## src/rtl/mac_pkg.sv

```systemverilog
// Shared constants and types for the systolic MAC array front end.
// Holds operand sizing, the loader FSM state type and the memory word type.
package mac_pkg;

    localparam int DATA_WIDTH    = 8;
    localparam int NUM_FIFOS     = 9;
    localparam int BYTES_PER_ROW = 8;

    typedef enum logic [2:0] {
        IDLE,
        REQ,
        WAIT,
        WRITE,
        DONE
    } loader_state_t;

    typedef logic [DATA_WIDTH*BYTES_PER_ROW-1:0] row_word_t;

endpackage

```

## src/rtl/byte_serializer.sv

```systemverilog
// Splits one memory word into bytes, most-significant byte first.
// Ports: clk/rst, load+word capture a word, advance shifts one byte out,
// byte_out is the current byte, last flags the final byte of the word.
module byte_serializer #(
    parameter int DATA_WIDTH = 8,
    parameter int BYTES      = 8
) (
    input  logic                        clk,
    input  logic                        rst,
    input  logic                        load,
    input  logic [DATA_WIDTH*BYTES-1:0] word,
    input  logic                        advance,
    output logic [DATA_WIDTH-1:0]       byte_out,
    output logic                        last
);

    localparam int WORD_W = DATA_WIDTH * BYTES;
    localparam int CNT_W  = (BYTES > 1) ? $clog2(BYTES) : 1;

    logic [WORD_W-1:0] shreg;
    logic [CNT_W-1:0]  cnt;

    always_ff @(posedge clk) begin
        if (rst) begin
            shreg <= '0;
            cnt   <= '0;
        end else if (load) begin
            shreg <= word;
            cnt   <= '0;
        end else if (advance) begin
            shreg <= shreg << DATA_WIDTH;
            cnt   <= cnt + CNT_W'(1);
        end
    end

    assign byte_out = shreg[WORD_W-1 -: DATA_WIDTH];
    assign last     = (cnt == CNT_W'(BYTES - 1));

endmodule

```

## src/rtl/fifo_loader.sv

```systemverilog
// Fetches A rows and the B vector from Avalon-MM memory into 9 operand FIFOs.
// Ports: start/busy/done handshake, Avalon read master (mem_*),
// per-FIFO full flags in, one-hot fifo_wren and shared fifo_wdata out.
module fifo_loader
    import mac_pkg::*;
#(
    parameter int                    DATA_WIDTH    = mac_pkg::DATA_WIDTH,
    parameter int                    NUM_FIFOS     = mac_pkg::NUM_FIFOS,
    parameter int                    BYTES_PER_ROW = mac_pkg::BYTES_PER_ROW,
    parameter int                    ADDR_WIDTH    = 32,
    parameter logic [ADDR_WIDTH-1:0] BASE_ADDR     = '0
) (
    input  logic                                clk,
    input  logic                                rst,
    input  logic                                start,
    output logic                                busy,
    output logic                                done,
    output logic [ADDR_WIDTH-1:0]               mem_address,
    output logic                                mem_read,
    input  logic                                mem_waitrequest,
    input  logic [DATA_WIDTH*BYTES_PER_ROW-1:0] mem_readdata,
    input  logic                                mem_readdatavalid,
    input  logic [NUM_FIFOS-1:0]                fifo_full,
    output logic [NUM_FIFOS-1:0]                fifo_wren,
    output logic [DATA_WIDTH-1:0]               fifo_wdata
);

    localparam int ROW_W = (NUM_FIFOS > 1) ? $clog2(NUM_FIFOS) : 1;

    loader_state_t   state;
    loader_state_t   state_next;
    logic [ROW_W-1:0] row;
    logic [ROW_W-1:0] row_next;

    logic                  ser_load;
    logic                  ser_advance;
    logic                  ser_last;
    logic [DATA_WIDTH-1:0] ser_byte;
    logic                  last_row;

    byte_serializer #(
        .DATA_WIDTH (DATA_WIDTH),
        .BYTES      (BYTES_PER_ROW)
    ) u_ser (
        .clk      (clk),
        .rst      (rst),
        .load     (ser_load),
        .word     (mem_readdata),
        .advance  (ser_advance),
        .byte_out (ser_byte),
        .last     (ser_last)
    );

    always_ff @(posedge clk) begin
        if (rst) begin
            state <= IDLE;
            row   <= '0;
        end else begin
            state <= state_next;
            row   <= row_next;
        end
    end

    assign last_row = (row == ROW_W'(NUM_FIFOS - 1));

    always_comb begin
        state_next  = state;
        row_next    = row;
        ser_load    = 1'b0;
        ser_advance = 1'b0;
        fifo_wren   = '0;
        fifo_wdata  = '0;
        unique case (state)
            IDLE: begin
                if (start) begin
                    state_next = REQ;
                    row_next   = '0;
                end
            end
            REQ: begin
                if (!mem_waitrequest) begin
                    state_next = WAIT;
                end
            end
            WAIT: begin
                if (mem_readdatavalid) begin
                    ser_load   = 1'b1;
                    state_next = WRITE;
                end
            end
            WRITE: begin
                // Only the selected FIFO's full flag can stall the write.
                fifo_wdata = ser_byte;
                if (!fifo_full[row]) begin
                    fifo_wren   = NUM_FIFOS'(1) << row;
                    ser_advance = 1'b1;
                    if (ser_last) begin
                        if (last_row) begin
                            state_next = DONE;
                        end else begin
                            row_next   = row + ROW_W'(1);
                            state_next = REQ;
                        end
                    end
                end
            end
            DONE: begin
                state_next = IDLE;
            end
            default: begin
                state_next = IDLE;
            end
        endcase
    end

    // Row is stable throughout REQ, so the address holds under waitrequest.
    assign mem_address = BASE_ADDR
                       + (ADDR_WIDTH'(row) * ADDR_WIDTH'(BYTES_PER_ROW));
    assign mem_read    = (state == REQ);
    assign busy        = (state == REQ) || (state == WAIT)
                      || (state == WRITE);
    assign done        = (state == DONE);

endmodule

```

## config.mk

```make
export PLATFORM = sky130hd
export DESIGN_NAME = fifo_loader
export DESIGN_NICKNAME = d
export VERILOG_FILES = /design/src/rtl/mac_pkg.sv /design/src/rtl/byte_serializer.sv /design/src/rtl/fifo_loader.sv
export SDC_FILE = /design/constraint.sdc
export NUM_CORES = 1
export LEC_CHECK = 0
export ABC_AREA = 1
export CORE_MARGIN = 2
export CORE_UTILIZATION = 40
export DETAILED_ROUTE_END_ITERATION = 10
export PLACE_DENSITY = 0.77
export SKIP_LAST_GASP = 1
export SLEW_MARGIN = 25
export SYNTH_ARGS = -nofsm -noshare
export SYNTH_HDL_FRONTEND = slang
export SYNTH_SLANG_ARGS = --single-unit
export TNS_END_PERCENT = 20
```

## constraint.sdc

```tcl
create_clock -name clk -period 1.9 [get_ports clk]
set_input_delay 0.285 -clock clk [delete_from_list [all_inputs] [get_ports clk]]
set_output_delay 0.285 -clock clk [all_outputs]
set_load 0.05 [all_outputs]
```

==> flow_summary.toml <==
[power]
power_density_mw_per_mm2 = 902.9
switching_share = 0.4037
p_int_mw = 3.330
pwr-share-seq = 0.335
pwr-share-comb = 0.438
p_leak_nw = 2.659
p_sw_mw = 2.254
clkPwrFrac = 0.228
p_total_mw = 5.584
peakVddDrop_v = 0.0005263

[global_route]
grt_usage = 0.1863
grtUsageMet3 = 0.02667
grt_pass1_vias = 4058
grt_pass1_wl_um = 18070
use_met2 = 0.3117
met1_usage = 0.2511
grt_max_degree = 56
antenna_found_initial = 0
busiest_layer = "met2"
overflow = 0

[cells_and_area]
fin_util = 0.5705
final_cell_mix = "212 x nand2_1, 80 x clkdlybuf4s50_1, 69 x dfxtp_1"
synthToLayoutAreaGrowth_pct = 39.20
stdcell_count = 910
drive_above_1_share = 0.2468
layout.nets = 851
diodes = 0
final_common_cell = "nand2_1"

[place]
dp.cells = 884
place.gp.congestion = 0.8451
port_buffers = 101
hpwlAfterDp_um = 7629
pre_cts_ws_ps = -178.3

[yosys]
syn_area_mm2 = 0.004443
ys_ff_latch = 74
synthCells = 662
synth-edff-count = 0
synth_top_area_frac = 0.3334
ys_seq_area_frac = 0.3334
ys_warn_count = 0
synthArstFlopShare = 0
synth_cell_type_count = 27
synth_area_leaders = "dfxtp_1 33%, nand2_1 19%, a21oi_2 7.9%"
syn_avg_cell_area_um2 = 6.711
ys.flop_type = "dfxtp_1"
yosysTopAreaCell = "dfxtp_1"

[outcome]
violations = "setup timing"
outcome = "finished with violations"

[drt]
via_count = 4198
drc = 0
totalWireLength_um = 10910
first_iter_violations = 244
drt-vias-per-instance = 4.613
drt-pass1-iter-count = 4
wl_per_cell_um = 11.99
ant_nets = 0

[sta]
fin_skew_ps = 14.86
worst_slew_pin_slew_ps = 505.2
rsz0062_at_grt = "true"
slew_headroom = 0.6621
timing.final.ws_setup_ps = -149.5
fin_setup_tns_ps = -1186
hold_viol = 0
max_freq_mhz = 487.9
setup-violations-final = 16
fin_crit_sh = 1.079
fin_crit_ps = 2050
slew_viol_final = 0

[clocking]
clock_latency_ps = 330
clk_transition_reported_paths_ps = 80
cts_inserted_buffers = 9
cts_max_path_buffers = 2
cts_root_buf = "clkbuf_8"
htree_levels = 3
cts_tree = "built"
clock_sinks = 74

[floorplan]
num_rows = 38
num_io_pins = 130
dieHeight_um = 109.4
die-area_mm2 = 0.01197
initial_core_util = 0.4099
fp.dieW_um = 109.4
placeableCoreArea_mm2 = 0.01084

[job]
drv_cap = 0

[critical_path]
cp.required_ps = 1620
crit_arrival_ps = 1760
cp-end-kind = "primary output"
worstSetupPathType = "flip-flop to primary output"
worstPathMaxFanout = 7
crit_path_start_kind = "flip-flop"

[worst_hold_path]
hold_path.class = "input port to flip-flop"
## layout make-up
type                       count  area, um2
timing repair buffer         133       1520
multi-input combinational    501       2592
tap                          140      175.2
clock inverter                 2      13.76
fill                         996       4656
clock buffer                  14      205.2
inverter                      46      182.7
sequential                    74       1495
## worst paths after layout
check	from	end	slack, ps	cells past startpoint
worst max-delay path	row[0]	fifo_wren[2]	-150	9
worst min-delay path	rst	u_ser.shreg[42]	450	3
worst max register to register	row[0]	u_ser.shreg[31]	90	11
worst min register to register	u_ser.shreg[2]	u_ser.shreg[2]	480	2
## critical path, stage by stage (launching register included)
cell and delay, ps:
dfxtp_4 390, inv_8 90, nand2_2 50, nand3_1 70, nand2_1 70, nand2_2 90, nand4_4 170, buf_6 190
nor3_4 150, buf_12 160
## per-stage QoR
step	hold slack [ps]	instance area, um2
global placement	467.2	5813
finish	448.4	6185
detailed placement	472.3	5813
CTS	435.9	6135
floorplan	433.3	4663
global route	457.0	6185
## Yosys cell counts (8+ instances only)
| library cell | instances |
|---|---|
| nand2_1 | 219 |
| dfxtp_1 | 74 |
| nand3_1 | 63 |
| nor2_1 | 55 |
| inv_1 | 42 |
| nand2_2 | 41 |
| a21oi_2 | 40 |
| buf_4 | 29 |
| buf_2 | 20 |
| o21ai_0 | 14 |
| a21oi_1 | 13 |
| clkbuf_1 | 10 |
| nor3_1 | 9 |
| ha_1 | 8 |
## power groups by stage
| stage | Clock (mW) | Combinational, mW | Sequential [mW] |
|---|---|---|---|
| 3_5_place_dp | 0 | 2.24 | 1.89 |
| 3_3_place_gp | 0 | 2.22 | 1.89 |
| 2_1_floorplan | 0 | 1.57 | 1.98 |
| 4_1_cts | 1.30 | 2.38 | 1.86 |
| 6_report | 1.27 | 2.44 | 1.87 |
| 5_1_grt | 1.37 | 2.69 | 1.89 |
## state kept, by name, summed over array words and instances (netlist names)
signal	cells
row	4
state	3
u_ser.cnt	3
u_ser.shreg	64
## kinds of logic (layout without fill, tap and decap cells)
group,Yosys count,after routing,synth area share
other,1,28,0.0008440
AOI/OAI and AO/OA,69,69,0.1124
DFF,74,74,0.3334
buffers and inverters,114,195,0.1428
and+or+nand+nor,395,395,0.3861
adders and majority gates,8,8,0.02253
xor gates and xnor gates,1,1,0.001972
## timing repair
action                     CTS  global route
hold buffers                 0             0
resized for setup           14            12
setup buffers                8             2
pin swaps                    1             2
hold endpoints to repair     0             0
setup endpoints to repair   17            53
## metal layers
| metal | wire, um | share of wire |
|---|---|---|
| met4 | 48 | 0.0044 |
| met2 | 5208 | 0.48 |
| met3 | 513 | 0.047 |
| met1 | 5140 | 0.47 |
| met5 | 0 | 0 |
No activity file was read; power rests on OpenSTA's default activity.
